`config.mk`:
```
export PLATFORM = sky130hd
export DESIGN_NAME = melody_player
export DESIGN_NICKNAME = d
export VERILOG_FILES = /design/src/rtl/melody_pkg.sv /design/src/rtl/melody_player_tone_gen.sv /design/src/rtl/melody_player.sv
export SDC_FILE = /design/constraint.sdc
export NUM_CORES = 1
export LEC_CHECK = 0
export ABC_AREA = 1
export CORE_UTILIZATION = 50
export DETAILED_ROUTE_END_ITERATION = 6
export PLACE_DENSITY = 0.7
export SLEW_MARGIN = 20
export SYNTH_ARGS = -nofsm -noshare
export SYNTH_HDL_FRONTEND = slang
export SYNTH_SLANG_ARGS = --single-unit
```
`constraint.sdc`:
```
create_clock -name clk -period 9.7 [get_ports clk]
set_input_delay 2.91 -clock clk [delete_from_list [all_inputs] [get_ports clk]]
set_output_delay 2.91 -clock clk [all_outputs]
set_load 0.03 [all_outputs]
```
`src/rtl/melody_pkg.sv`:
```
// Shared definitions for the melody player: FSM states, song-entry layout
// and the note-code to tone half-period table.
package melody_pkg;

  typedef enum logic {
    ST_IDLE = 1'b0,
    ST_PLAY = 1'b1
  } state_t;

  localparam int NOTE_W = 4;
  localparam int HP_W   = 16;
  localparam logic [NOTE_W-1:0] NOTE_REST = 4'd0;

  // Half-periods assume an 8 MHz clock; code 15 is a fast calibration tone.
  function automatic logic [HP_W-1:0] note_hp(input logic [NOTE_W-1:0] code);
    logic [HP_W-1:0] hp;
    case (code)
      4'd0:    hp = 16'd0;
      4'd1:    hp = 16'd15288;
      4'd2:    hp = 16'd13620;
      4'd3:    hp = 16'd12134;
      4'd4:    hp = 16'd11453;
      4'd5:    hp = 16'd10203;
      4'd6:    hp = 16'd9090;
      4'd7:    hp = 16'd8098;
      4'd8:    hp = 16'd7644;
      4'd9:    hp = 16'd6810;
      4'd10:   hp = 16'd6067;
      4'd11:   hp = 16'd5726;
      4'd12:   hp = 16'd5101;
      4'd13:   hp = 16'd4544;
      4'd14:   hp = 16'd4049;
      4'd15:   hp = 16'd9;
      default: hp = 16'd0;
    endcase
    return hp;
  endfunction

endpackage

```
`src/rtl/melody_player_tone_gen.sv`:
```
// Square-wave generator: toggles the speaker every HP+1 cycles, restarting
// phase-aligned (speaker low, counter at HP) whenever a note is loaded.
module tone_gen #(
  parameter int DIV_W = 14
) (
  input  logic             i_clk,
  input  logic             i_rst_n,
  input  logic [DIV_W-1:0] i_hp,
  input  logic             i_load,
  input  logic             i_enable,
  output logic             o_speaker
);

  logic [DIV_W-1:0] r_cnt;
  logic             r_spk;

  // Half-period down-counter and speaker flip-flop.
  always_ff @(posedge i_clk or negedge i_rst_n) begin
    if (!i_rst_n) begin
      r_cnt <= '0;
      r_spk <= 1'b0;
    end else if (!i_enable) begin
      r_cnt <= '0;
      r_spk <= 1'b0;
    end else if (i_load) begin
      r_cnt <= i_hp;
      r_spk <= 1'b0;
    end else if (r_cnt == '0) begin
      r_cnt <= i_hp;
      r_spk <= ~r_spk;
    end else begin
      r_cnt <= r_cnt - DIV_W'(1);
    end
  end

  assign o_speaker = r_spk;

endmodule

```
`src/rtl/melody_player.sv`:
```
// Song sequencer: steps through a small song RAM of {note, duration} entries
// on tempo ticks and drives a tone generator for the current note.
module melody_player
  import melody_pkg::*;
#(
  parameter int ADDR_W = 6,
  parameter int DIV_W  = 14,
  parameter int DUR_W  = 3
) (
  input  logic                    clk,
  input  logic                    rst_n,
  input  logic                    tick,
  input  logic                    wr_en,
  input  logic [ADDR_W-1:0]       wr_addr,
  input  logic [NOTE_W+DUR_W-1:0] wr_data,
  input  logic                    start,
  input  logic                    stop,
  input  logic                    loop_en,
  input  logic [ADDR_W-1:0]       last_addr,
  output logic                    speaker,
  output logic [NOTE_W-1:0]       note,
  output logic [ADDR_W-1:0]       addr,
  output logic                    busy,
  output logic                    done
);

  localparam int ENTRY_W = NOTE_W + DUR_W;
  localparam int DEPTH   = 1 << ADDR_W;

  logic [ENTRY_W-1:0] r_mem [0:DEPTH-1];

  state_t             r_state;
  logic [ADDR_W-1:0]  r_addr;
  logic [ADDR_W-1:0]  r_last;
  logic [NOTE_W-1:0]  r_note;
  logic [DUR_W:0]     r_beats;
  logic               r_loop;
  logic               r_busy;
  logic               r_done;

  logic               w_adv;
  logic               w_end;
  logic               w_load;
  logic               w_tone_en;
  logic [ADDR_W-1:0]  w_next_addr;
  logic [ENTRY_W-1:0] w_entry;
  logic [NOTE_W-1:0]  w_entry_note;
  logic [DUR_W:0]     w_entry_beats;
  logic [NOTE_W-1:0]  w_tone_note;
  logic [DIV_W-1:0]   w_hp;

  // Song RAM: no reset so contents survive rst_n.
  always_ff @(posedge clk) begin
    if (wr_en) begin
      r_mem[wr_addr] <= wr_data;
    end
  end

  // Next-entry fetch and tone-generator control, decided in the load cycle.
  always_comb begin
    w_adv = (r_state == ST_PLAY) && tick && (r_beats == (DUR_W+1)'(1));
    w_end = w_adv && (r_addr == r_last) && !r_loop;

    if (r_state == ST_IDLE) begin
      w_next_addr = '0;
    end else if (r_addr == r_last) begin
      w_next_addr = '0;
    end else begin
      w_next_addr = r_addr + ADDR_W'(1);
    end

    w_entry       = r_mem[w_next_addr];
    w_entry_note  = w_entry[ENTRY_W-1:DUR_W];
    w_entry_beats = {1'b0, w_entry[DUR_W-1:0]} + (DUR_W+1)'(1);

    w_load = !stop && (((r_state == ST_IDLE) && start) || (w_adv && !w_end));

    if (w_load) begin
      w_tone_note = w_entry_note;
    end else begin
      w_tone_note = r_note;
    end

    w_tone_en = !stop && !w_end && (w_load || (r_state == ST_PLAY)) &&
                (w_tone_note != NOTE_REST);
    w_hp      = DIV_W'(note_hp(w_tone_note));
  end

  // Playback FSM with registered display/status outputs.
  always_ff @(posedge clk or negedge rst_n) begin
    if (!rst_n) begin
      r_state <= ST_IDLE;
      r_addr  <= '0;
      r_last  <= '0;
      r_note  <= '0;
      r_beats <= '0;
      r_loop  <= 1'b0;
      r_busy  <= 1'b0;
      r_done  <= 1'b0;
    end else begin
      r_done <= 1'b0;
      if (stop) begin
        r_state <= ST_IDLE;
        r_addr  <= '0;
        r_note  <= '0;
        r_beats <= '0;
        r_busy  <= 1'b0;
      end else begin
        case (r_state)
          ST_IDLE: begin
            if (start) begin
              r_state <= ST_PLAY;
              r_addr  <= '0;
              r_note  <= w_entry_note;
              r_beats <= w_entry_beats;
              r_last  <= last_addr;
              r_loop  <= loop_en;
              r_busy  <= 1'b1;
            end
          end
          ST_PLAY: begin
            if (tick) begin
              if (w_end) begin
                r_state <= ST_IDLE;
                r_addr  <= '0;
                r_note  <= '0;
                r_beats <= '0;
                r_busy  <= 1'b0;
                r_done  <= 1'b1;
              end else if (w_adv) begin
                r_addr  <= w_next_addr;
                r_note  <= w_entry_note;
                r_beats <= w_entry_beats;
              end else begin
                r_beats <= r_beats - (DUR_W+1)'(1);
              end
            end
          end
          default: begin
            r_state <= ST_IDLE;
            r_addr  <= '0;
            r_note  <= '0;
            r_beats <= '0;
            r_busy  <= 1'b0;
          end
        endcase
      end
    end
  end

  tone_gen #(
    .DIV_W(DIV_W)
  ) u_tone_gen (
    .i_clk     (clk),
    .i_rst_n   (rst_n),
    .i_hp      (w_hp),
    .i_load    (w_load),
    .i_enable  (w_tone_en),
    .o_speaker (speaker)
  );

  assign note = r_note;
  assign addr = r_addr;
  assign busy = r_busy;
  assign done = r_done;

endmodule

```
==> results_dict.tcl, run 1 <==
set metrics [dict create \
    synth.avg_cell_area_um2 11.2 \
    final-setup-viol-count 0 \
    die_x_um 209 \
    yosysSeqAreaShare_pct 67.2 \
    ir_drop_uv 123 \
    yosysUniqueCellTypes 37 \
    grt_pass1_vias 14500 \
    fin_crit_sh_pct 64.1 \
    final_max_slew_viol_count 0 \
    p_per_area_nw_per_um2 213 \
    cts_root_buf "clkbuf_16" \
    rr_endpoint "u_tone_gen.r_cnt[12]" \
    max_slew.worst_pin.slew_ps 956 \
    setup_tns_ps 0 \
    initial_core_util_pct 51.0 \
    ctsLongestPathBuffers 3 \
    multiInputGateArea_um2 5970 \
    cts_tree "built" \
    finClkSkew_ps 19.8 \
    power_frac_seq_pct 47.1 \
    seq_area_um2 14400 \
    ctsHoldBuffers 0 \
    synth_edf_count 448 \
    crit_path_end_kind "flip-flop" \
    min_path_cells 1 \
    status "complete, no violations" \
    drive_gt1_share_pct 10.1 \
    ant_nets 0 \
    drtIter0Drc 1836 \
    startpoint_type "flip-flop" \
    coreArea_um2 42100 \
    cts_buffers 49 \
    critPathRequiredTime_ps 10200 \
    grt_overflow 0 \
    ys.flop_type "edfxtp_1" \
    cp_max_fo 81 \
    grt_use_total_pct 25.1 \
    dr.pass1.iters 5 \
    synthTopCellsByArea "edfxtp_1 (63%), nand3_1 (9.2%), nand2_1 (6.4%)" \
    synth_common_cells "edfxtp_1 (448), nand3_1 (394), nand2_1 (364)" \
    hold_class "flip-flop to flip-flop" \
    postCtsSetupBuffers 0 \
    clkPwrFrac_pct 36.9 \
    hpwl_um 31200 \
    p_switching_mw 1.39 \
    dieArea_um2 43800 \
    power.internal_mw 3.65 \
    grt_max_degree 82 \
    insertion_delay_ps 600 \
    place.gp.congestion 0.830 \
    viasPerCell 6.00 \
    antenna_found_initial 1 \
    hold_start "r_loop" \
    fin_util_pct 56.2 \
    arrival_ps 6720 \
    syn2layout_area_growth_pct 10.4 \
    clkSinkCount 487 \
    leakage_nw 8.67 \
    port_buffers 38 \
    r2r_start "addr[0]" \
    yosys_warnings 0 \
    r2r_cells 25 \
    fp.dieH_um 209 \
    synth_largest_area_cell "edfxtp_1" \
    antenna_cells 0 \
    hold-worst-slack_ps 491 \
    yosysMostFrequentCell "edfxtp_1" \
    stdcell_count 2494 \
    crit_type "flip-flop to flip-flop" \
    drc_errors 0 \
    cts.htree.levels 2 \
    combPwrFrac_pct 16.0 \
    path_clk_slew_ps 60 \
    holdPathEnd "done" \
    synth-async-reset-ratio_pct 8.01 \
    swShare_pct 27.6 \
    ys_seq_elements 487 \
    num_io_pins 39 \
    rsz0062_at_grt "false" \
    dp.cells 2404 \
    synth_top_area_share_pct 62.6 \
    post_drt_wl_per_cell_um 21.7 \
    reg2reg_slack_ps 3480 \
    grt_pass1_wl_um 84200 \
    postCtsResizedCells 0 \
    core.rowCount 75 \
    routed_wl_um 54100 \
    hold_violations 0 \
    finalCriticalPeriod_ps 6220 \
    vias 15000 \
    cap_violations 0 \
    fillerInstances 3439 \
    netlist_instances 1915 \
    syn_nets 1954 \
    max_freq_mhz 161 \
    nNetsFinal 1955 \
    syn_area_um2 21500 \
    relSlewSlack_pct 35.7 \
]
## critical path, stage by stage (launching register included)
cell     delay, ps
dfrtp_1        550
inv_2          420
nand2_1        150
nand2_1         70
nor2_2         120
nand3_4        400
nand3_4        710
buf_4          760
buf_4          750
nand2_1        130
nand3_1        130
nand3_1        130
nand3_1        130
nand3_1        140
nand3_1        180
nand2_1        130
nand2_1        100
nand2_2        140
inv_1          170
ha_1           280
nand2_1        100
nand2_1         70
nand2_1         60
nand3_1         70
nand2_1         70
inv_1           30
## through the flow
step                      instance area, um^2  power, mW  worst slack, ps
after global placement                  22100       3.21             3220
after global routing                    23700       5.22             2920
after CTS                               23700       5.05             3520
after detailed placement                22100       3.21             3050
final                                   23700       5.04             3480
after floorplan                         21500       2.99             4620
## cell families (layout without fill, tap and decap cells)
logic type	after synthesis	in the layout	synth area share (%)
AND/OR/NAND/NOR	1019	1019	22.2
flip-flops	487	487	67.2
buffers and inverters	251	291	5.17
AO/OA/AOI/OAI	132	132	4.10
adder cells (fa/ha/maj)	13	13	0.757
XOR/XNOR	13	13	0.530
## cell type report
| type | count | area share, % |
|---|---|---|
| flip-flops and latches | 487 | 60.9 |
| multi-input cells | 1177 | 25.2 |
| clock buffers | 56 | 5.28 |
| well taps | 539 | 2.85 |
| repair buffers | 65 | 2.31 |
| inverters | 136 | 2.17 |
| clock inverters | 34 | 1.31 |
## layout by cell type (no fill, tap or decap), types with 12 or more instances in the layout
cell type        instances
buf_4                   29
a21oi_1                 18
clkdlybuf4s50_1         30
or2_2                   66
ha_1                    13
nand3_1                394
o21ai_0                 19
inv_1                  128
clkbuf_16               49
nand4_1                 67
o211ai_1                82
clkinv_1                14
nand2_1                363
nor2_1                  93
dfrtp_1                 38
edfxtp_1               448
clkinv_2                12
## registers in the layout (all words and copies together) (netlist names)
register / count
r_state: 1
addr: 6
done: 1
u_tone_gen.r_cnt: 14
u_tone_gen.o_speaker: 1
note: 4
r_mem: 448
r_last: 6
r_beats: 4
r_loop: 1
busy: 1
## worst max path at each step
| stage | from | endpoint | slack (ps) | depth (start not counted) |
|---|---|---|---|---|
| after floorplan | tick | u_tone_gen.r_cnt[12] | 4620 | 17 |
| after global placement | tick | u_tone_gen.r_cnt[6] | 3220 | 16 |
| after detailed placement | tick | u_tone_gen.r_cnt[6] | 3050 | 16 |
| after CTS | addr[0] | u_tone_gen.r_cnt[12] | 3520 | 25 |
| after global routing | addr[0] | u_tone_gen.r_cnt[11] | 2920 | 24 |
| final | addr[0] | u_tone_gen.r_cnt[12] | 3480 | 25 |
## power groups by stage
stage,logic (mW),registers [mW],clock network (mW)
final,0.805,2.38,1.86
after global routing,0.899,2.38,1.95
after CTS,0.802,2.38,1.88
after detailed placement,0.795,2.42,0
after global placement,0.792,2.42,0
after floorplan,0.566,2.42,0
## metal layers
metal	up-vias	GRT usage, %	wire (um)
met5	-	0	27
met4	4	10.4	1740
met3	115	4.09	4830
met2	730	39.7	25300
met1	7273	34.8	22200
li1	6835	-	-
(Power assumes the default switching activity.)
==> run 2, diff against run 1 <==
- PLACE_DENSITY: 0.7 -> 0.73
- clock period: 9.7 -> 5 ns (I/O delays scaled with it)
==> run 2 against run 1 <==
Compared with the run above: register-to-register slack lost 2800 ps; final area increased by 1.0%; clock-buffer cell count up 12; sequential share of layout area decreased by 0.63 points; critical path depth is 3 lower; clock power rose by 100%; via count grew 0.86%; final cell count rose by 0.80%; highest routed layer is now met4.
==> results_dict.tcl, run 2 (synthesis results as in run 1) <==
set metrics [dict create \
    die_x_um 209 \
    clkSinkCount 487 \
    cts_buffers 50 \
    ctsLongestPathBuffers 3 \
    relSlewSlack_pct 24.2 \
    rsz0062_at_grt "false" \
    largest_reg_flops 448 \
    cpMostUsedCell "nand2_1" \
    hpwl_um 32200 \
    rr_endpoint "u_tone_gen.r_cnt[3]" \
    path_clk_slew_ps 60 \
    p_switching_mw 2.69 \
    status "complete, no violations" \
    hold_start "r_loop" \
    drtIter0Drc 1975 \
    reg_top3 "r_mem: 448 flops, u_tone_gen.r_cnt: 14 flops" \
    r2r_cells 22 \
    num_io_pins 39 \
    swShare_pct 27.2 \
    path_cells "inv_1, nand2_1, nand2_1, nor2_1, nand3_4, nand2_4, buf_4, nand3_1, nand3_1, nand3_1, nand3_1, nand3_1, nand2_1, nand2_1, nand2_1, inv_1, ha_1, nand2_1, nand3_1, nand2_1, nor2_1, nor2_1" \
    finClkSkew_ps 15.5 \
    antenna_found_initial 0 \
    power.internal_mw 7.22 \
    ctsHoldBuffers 0 \
    postCtsResizedCells 0 \
    max_slew.worst_pin.slew_ps 1140 \
    dieArea_um2 43800 \
    drc_errors 0 \
    combPwrFrac_pct 15.9 \
    coreArea_um2 42100 \
    antenna_cells 0 \
    grt_max_degree 136 \
    totalPowerFinal_mw 9.91 \
    arrival_ps 4790 \
    hold_class "flip-flop to flip-flop" \
    port_buffers 38 \
    place.gp.congestion 0.901 \
    grt_pass1_vias 14600 \
    grt_pass1_wl_um 83200 \
    ir_drop_uv 294 \
    cpMaxStageDelayCell "buf_4" \
    crit_family "simple AND/OR/NAND/NOR gates" \
    multiInputGateArea_um2 5960 \
    max_freq_mhz 231 \
    stdcell_count 2514 \
    nNetsFinal 1973 \
    vias 15100 \
    initial_core_util_pct 51.0 \
    p_per_area_nw_per_um2 414 \
    fp.dieH_um 209 \
    critPathRequiredTime_ps 5470 \
    fin_crit_sh_pct 86.5 \
    cts_tree "built" \
    setup_slack_ps 675 \
    cap_violations 0 \
    final_common_cell "edfxtp_1" \
    grt_use_total_pct 24.8 \
    post_drt_wl_per_cell_um 21.2 \
    power_frac_seq_pct 46.5 \
    dp.cells 2421 \
    core.rowCount 75 \
    path_buf_inv 3 \
    startpoint_type "flip-flop" \
    insertion_delay_ps 590 \
    final-setup-viol-count 0 \
    routed_wl_um 53200 \
    holdPathEnd "done" \
    setup_tns_ps 0 \
    finalCriticalPeriod_ps 4320 \
    grt_overflow 0 \
    seq_area_um2 14400 \
    cts.htree.levels 2 \
    clkPwrFrac_pct 37.5 \
    cts_root_buf "clkbuf_16" \
    drive_gt1_share_pct 10.9 \
    regMostFlops "r_mem" \
    syn2layout_area_growth_pct 11.5 \
    min_path_cells 1 \
    final_max_slew_viol_count 0 \
    viasPerCell 6.00 \
    fillerInstances 3380 \
    r2r_start "addr[2]" \
    slowest_delay_ps 600 \
    pre_cts_ws_ps 509 \
    crit_type "flip-flop to flip-flop" \
    cp_max_fo 49 \
    ant_nets 0 \
    leakage_nw 8.79 \
    hold_violations 0 \
    crit_path_end_kind "flip-flop" \
    postCtsSetupBuffers 0 \
    reg2reg_slack_ps 680 \
    mostFrequentLayoutCells "edfxtp_1 (448), nand3_1 (394), nand2_1 (363), inv_1 (128), nor2_1 (93)" \
    dr.pass1.iters 7 \
]
-- run 2: cell types whose count changed in the layout (fill, tap and decap cells not counted), moves of 3 or more --
cell      delta
buf_12       +4
clkinv_1     -8
clkinv_2     -3
buf_4       +14
clkbuf_1     +8
-- run 2: worst max-delay path by stage --
stage / startpoint / to / cells past startpoint
4_1_cts: addr[0] / u_tone_gen.r_cnt[12] / 22
6_report: addr[2] / u_tone_gen.r_cnt[3] / 22
2_1_floorplan: tick / u_tone_gen.r_cnt[12] / 17
3_3_place_gp: tick / u_tone_gen.r_cnt[6] / 16
5_1_grt: addr[0] / u_tone_gen.r_cnt[6] / 22
3_5_place_dp: tick / u_tone_gen.r_cnt[3] / 16
-- run 2: layer usage --
layer,global-route usage (%),share of wire (%)
met5,0,0
met4,10.2,3.3
met3,4.06,9.1
met2,39.2,47
met1,34.5,41
-- run 2: area by class of cell --
class                      instances  area share, %
sequential                       487           60.3
multi-input combinational       1177           24.9
clock buffer                      68           5.68
timing repair buffer              82           3.04
tap                              539           2.82
inverter                         136           2.14
clock inverter                    25           1.19
-- run 2: per-stage QoR --
| stage | util (%) | cell area, um^2 | hold slack (ps) |
|---|---|---|---|
| final | 56.8 | 23900 | 469 |
| after global routing | 56.8 | 23900 | 487 |
| after CTS | 56.8 | 23900 | 467 |
| after detailed placement | 52.9 | 22300 | 458 |
| after global placement | 52.9 | 22300 | 459 |
| after floorplan | - | 21500 | 433 |
-- run 2: power by group through the flow --
| stage | registers (mW) | logic [mW] | clock network, mW |
|---|---|---|---|
| 6_report | 4.61 | 1.58 | 3.72 |
| 3_5_place_dp | 4.70 | 1.56 | 0 |
| 2_1_floorplan | 4.69 | 1.10 | 0 |
| 3_3_place_gp | 4.69 | 1.54 | 0 |
| 4_1_cts | 4.61 | 1.57 | 3.77 |
| 5_1_grt | 4.62 | 1.75 | 3.91 |
==> run 3, diff against run 2 <==
- CAP_MARGIN: unset -> 15
- PLACE_DENSITY: 0.73 -> 0.71
==> run 3 against run 2 <==
Compared with the run above: via count is 0.32% lower; critical path depth down 1; final area is 0.20% lower; die area unchanged; first-iteration DRC count down 10%; clock-buffer cell count down 7; setup slack lost 59 ps; critical path type unchanged; critical endpoint is now u_tone_gen.r_cnt[11]; highest routed layer unchanged.
==> results_dict.tcl, run 3 (synthesis results as in run 1) <==
set metrics [dict create \
    status "complete, no violations" \
    holdPathEnd "done" \
    wl_met1_um 22400 \
    final_max_slew_viol_count 0 \
    ctsLongestPathBuffers 3 \
    hold_class "flip-flop to flip-flop" \
    cts_buffers 50 \
    largest_reg_flops 448 \
    stdcell_count 2511 \
    cpMostUsedCell "nand2_1" \
    path_cells "nand2_1, nand2_1, nor2_2, nand3_4, buf_4, nand3_1, inv_1, nand2_1, inv_1, nand3_1, nand3_1, nand2_1, nand2_1, nand2_1, inv_1, ha_1, nand2_1, nand2_1, nand2_1, nand2_1, a21oi_1" \
    drc_errors 0 \
    cpMaxStageDelayCell "dfrtp_1" \
    mostFrequentLayoutCells "edfxtp_1 (448), nand3_1 (394), nand2_1 (363), inv_1 (128), nor2_1 (93)" \
    fin_util_pct 56.7 \
    leakage_nw 8.77 \
    ctsHoldBuffers 0 \
    hold_start "r_loop" \
    port_buffers 38 \
    dr_wl_met2_um 25200 \
    path_clk_slew_ps 60 \
    routed_wl_um 54200 \
    met3_length_um 4740 \
    reg_top3 "r_mem: 448 flops, u_tone_gen.r_cnt: 14 flops" \
    setup_tns_ps 0 \
    insertion_delay_ps 590 \
    multiInputGateArea_um2 5960 \
    clkSinkCount 487 \
    finClkSkew_ps 19.0 \
    nNetsFinal 1973 \
    ir_drop_uv 302 \
    reg2reg_slack_ps 620 \
    setup_slack_ps 616 \
    initial_core_util_pct 51.0 \
    seq_area_um2 14400 \
    viasPerCell 5.99 \
    arrival_ps 4880 \
    cp_max_fo 50 \
    antenna_cells 0 \
    grt_use_total_pct 24.9 \
    slowest_delay_ps 590 \
    crit_type "flip-flop to flip-flop" \
    drtIter0Drc 1777 \
    fillerInstances 3426 \
    antenna_found_initial 1 \
    hpwl_um 32400 \
    fp.dieH_um 209 \
    startpoint_type "flip-flop" \
    r2r_start "addr[0]" \
    grt_overflow 0 \
    vias 15000 \
    grt_pass1_wl_um 83200 \
    core.rowCount 75 \
    postCtsSetupBuffers 0 \
    final-setup-viol-count 0 \
    regMostFlops "r_mem" \
    critPathRequiredTime_ps 5500 \
    place.gp.congestion 0.895 \
    cap_violations 0 \
    grt_max_degree 132 \
    final_common_cell "edfxtp_1" \
    cts_root_buf "clkbuf_16" \
    crit_path_end_kind "flip-flop" \
    dp.cells 2421 \
    totalPowerFinal_mw 9.86 \
    hold_violations 0 \
    rr_endpoint "u_tone_gen.r_cnt[11]" \
    cts_tree "built" \
    rsz0062_at_grt "false" \
    post_drt_wl_per_cell_um 21.6 \
    r2r_cells 21 \
    cts.htree.levels 2 \
    postCtsResizedCells 0 \
    dr.max_layer_used "met4" \
    die_x_um 209 \
    finalCriticalPeriod_ps 4380 \
    min_path_cells 1 \
    fin_crit_sh_pct 87.7 \
    ant_nets 0 \
    num_io_pins 39 \
    max_slew.worst_pin.slew_ps 939 \
    syn2layout_area_growth_pct 11.3 \
    drive_gt1_share_pct 10.7 \
    grt_pass1_vias 14500 \
    p_per_area_nw_per_um2 412 \
    coreArea_um2 42100 \
    dieArea_um2 43800 \
    pre_cts_ws_ps 482 \
    relSlewSlack_pct 37.2 \
    dr.pass1.iters 6 \
    max_freq_mhz 228 \
]
==> run 3: area by class of cell <==
class	count	area share, %
flip-flops and latches	487	60.4
well taps	539	2.82
repair buffers	82	3.09
inverters	136	2.15
clock inverters	29	1.14
clock buffers	61	5.50
multi-input cells	1177	24.9
==> run 3: worst max path at each step <==
stage	start	endpoint	slack [ps]	depth (start not counted)
finish	addr[0]	u_tone_gen.r_cnt[11]	620	21
global route	addr[0]	u_tone_gen.r_cnt[12]	410	22
CTS	addr[0]	u_tone_gen.r_cnt[12]	790	22
detailed placement	tick	u_tone_gen.r_cnt[3]	480	16
global placement	tick	u_tone_gen.r_cnt[3]	560	16
floorplan	tick	u_tone_gen.r_cnt[12]	1330	17
==> run 3: report_power, final <==
| group | switching, mW | internal, mW |
|---|---|---|
| Combinational | 1.09 | 0.502 |
| Sequential | 0.0676 | 4.55 |
| Clock | 1.53 | 2.12 |
==> run 3: metrics by stage <==
| step | cell area (um^2) | hold WS, ps |
|---|---|---|
| 6_report | 23900 | 477 |
| 3_3_place_gp | 22300 | 462 |
| 4_1_cts | 23900 | 477 |
| 2_1_floorplan | 21500 | 433 |
| 3_5_place_dp | 22300 | 463 |
| 5_1_grt | 23900 | 504 |
==> run 3: per-layer routing <==
metal,global-route usage (%),vias up
li1,-,6860
met1,34.8,7313
met2,39.7,740
met3,3.95,124
met4,9.23,0
met5,0,-
==> run 3: critical path: cells and delay by family, from the launching register on <==
family	cells	cell delay, ps
AND/OR/NAND/NOR	15	1790
flip-flops	1	590
AO/OA/AOI/OAI	1	120
adder cells (fa/ha/maj)	1	280
buffers and inverters	4	1430
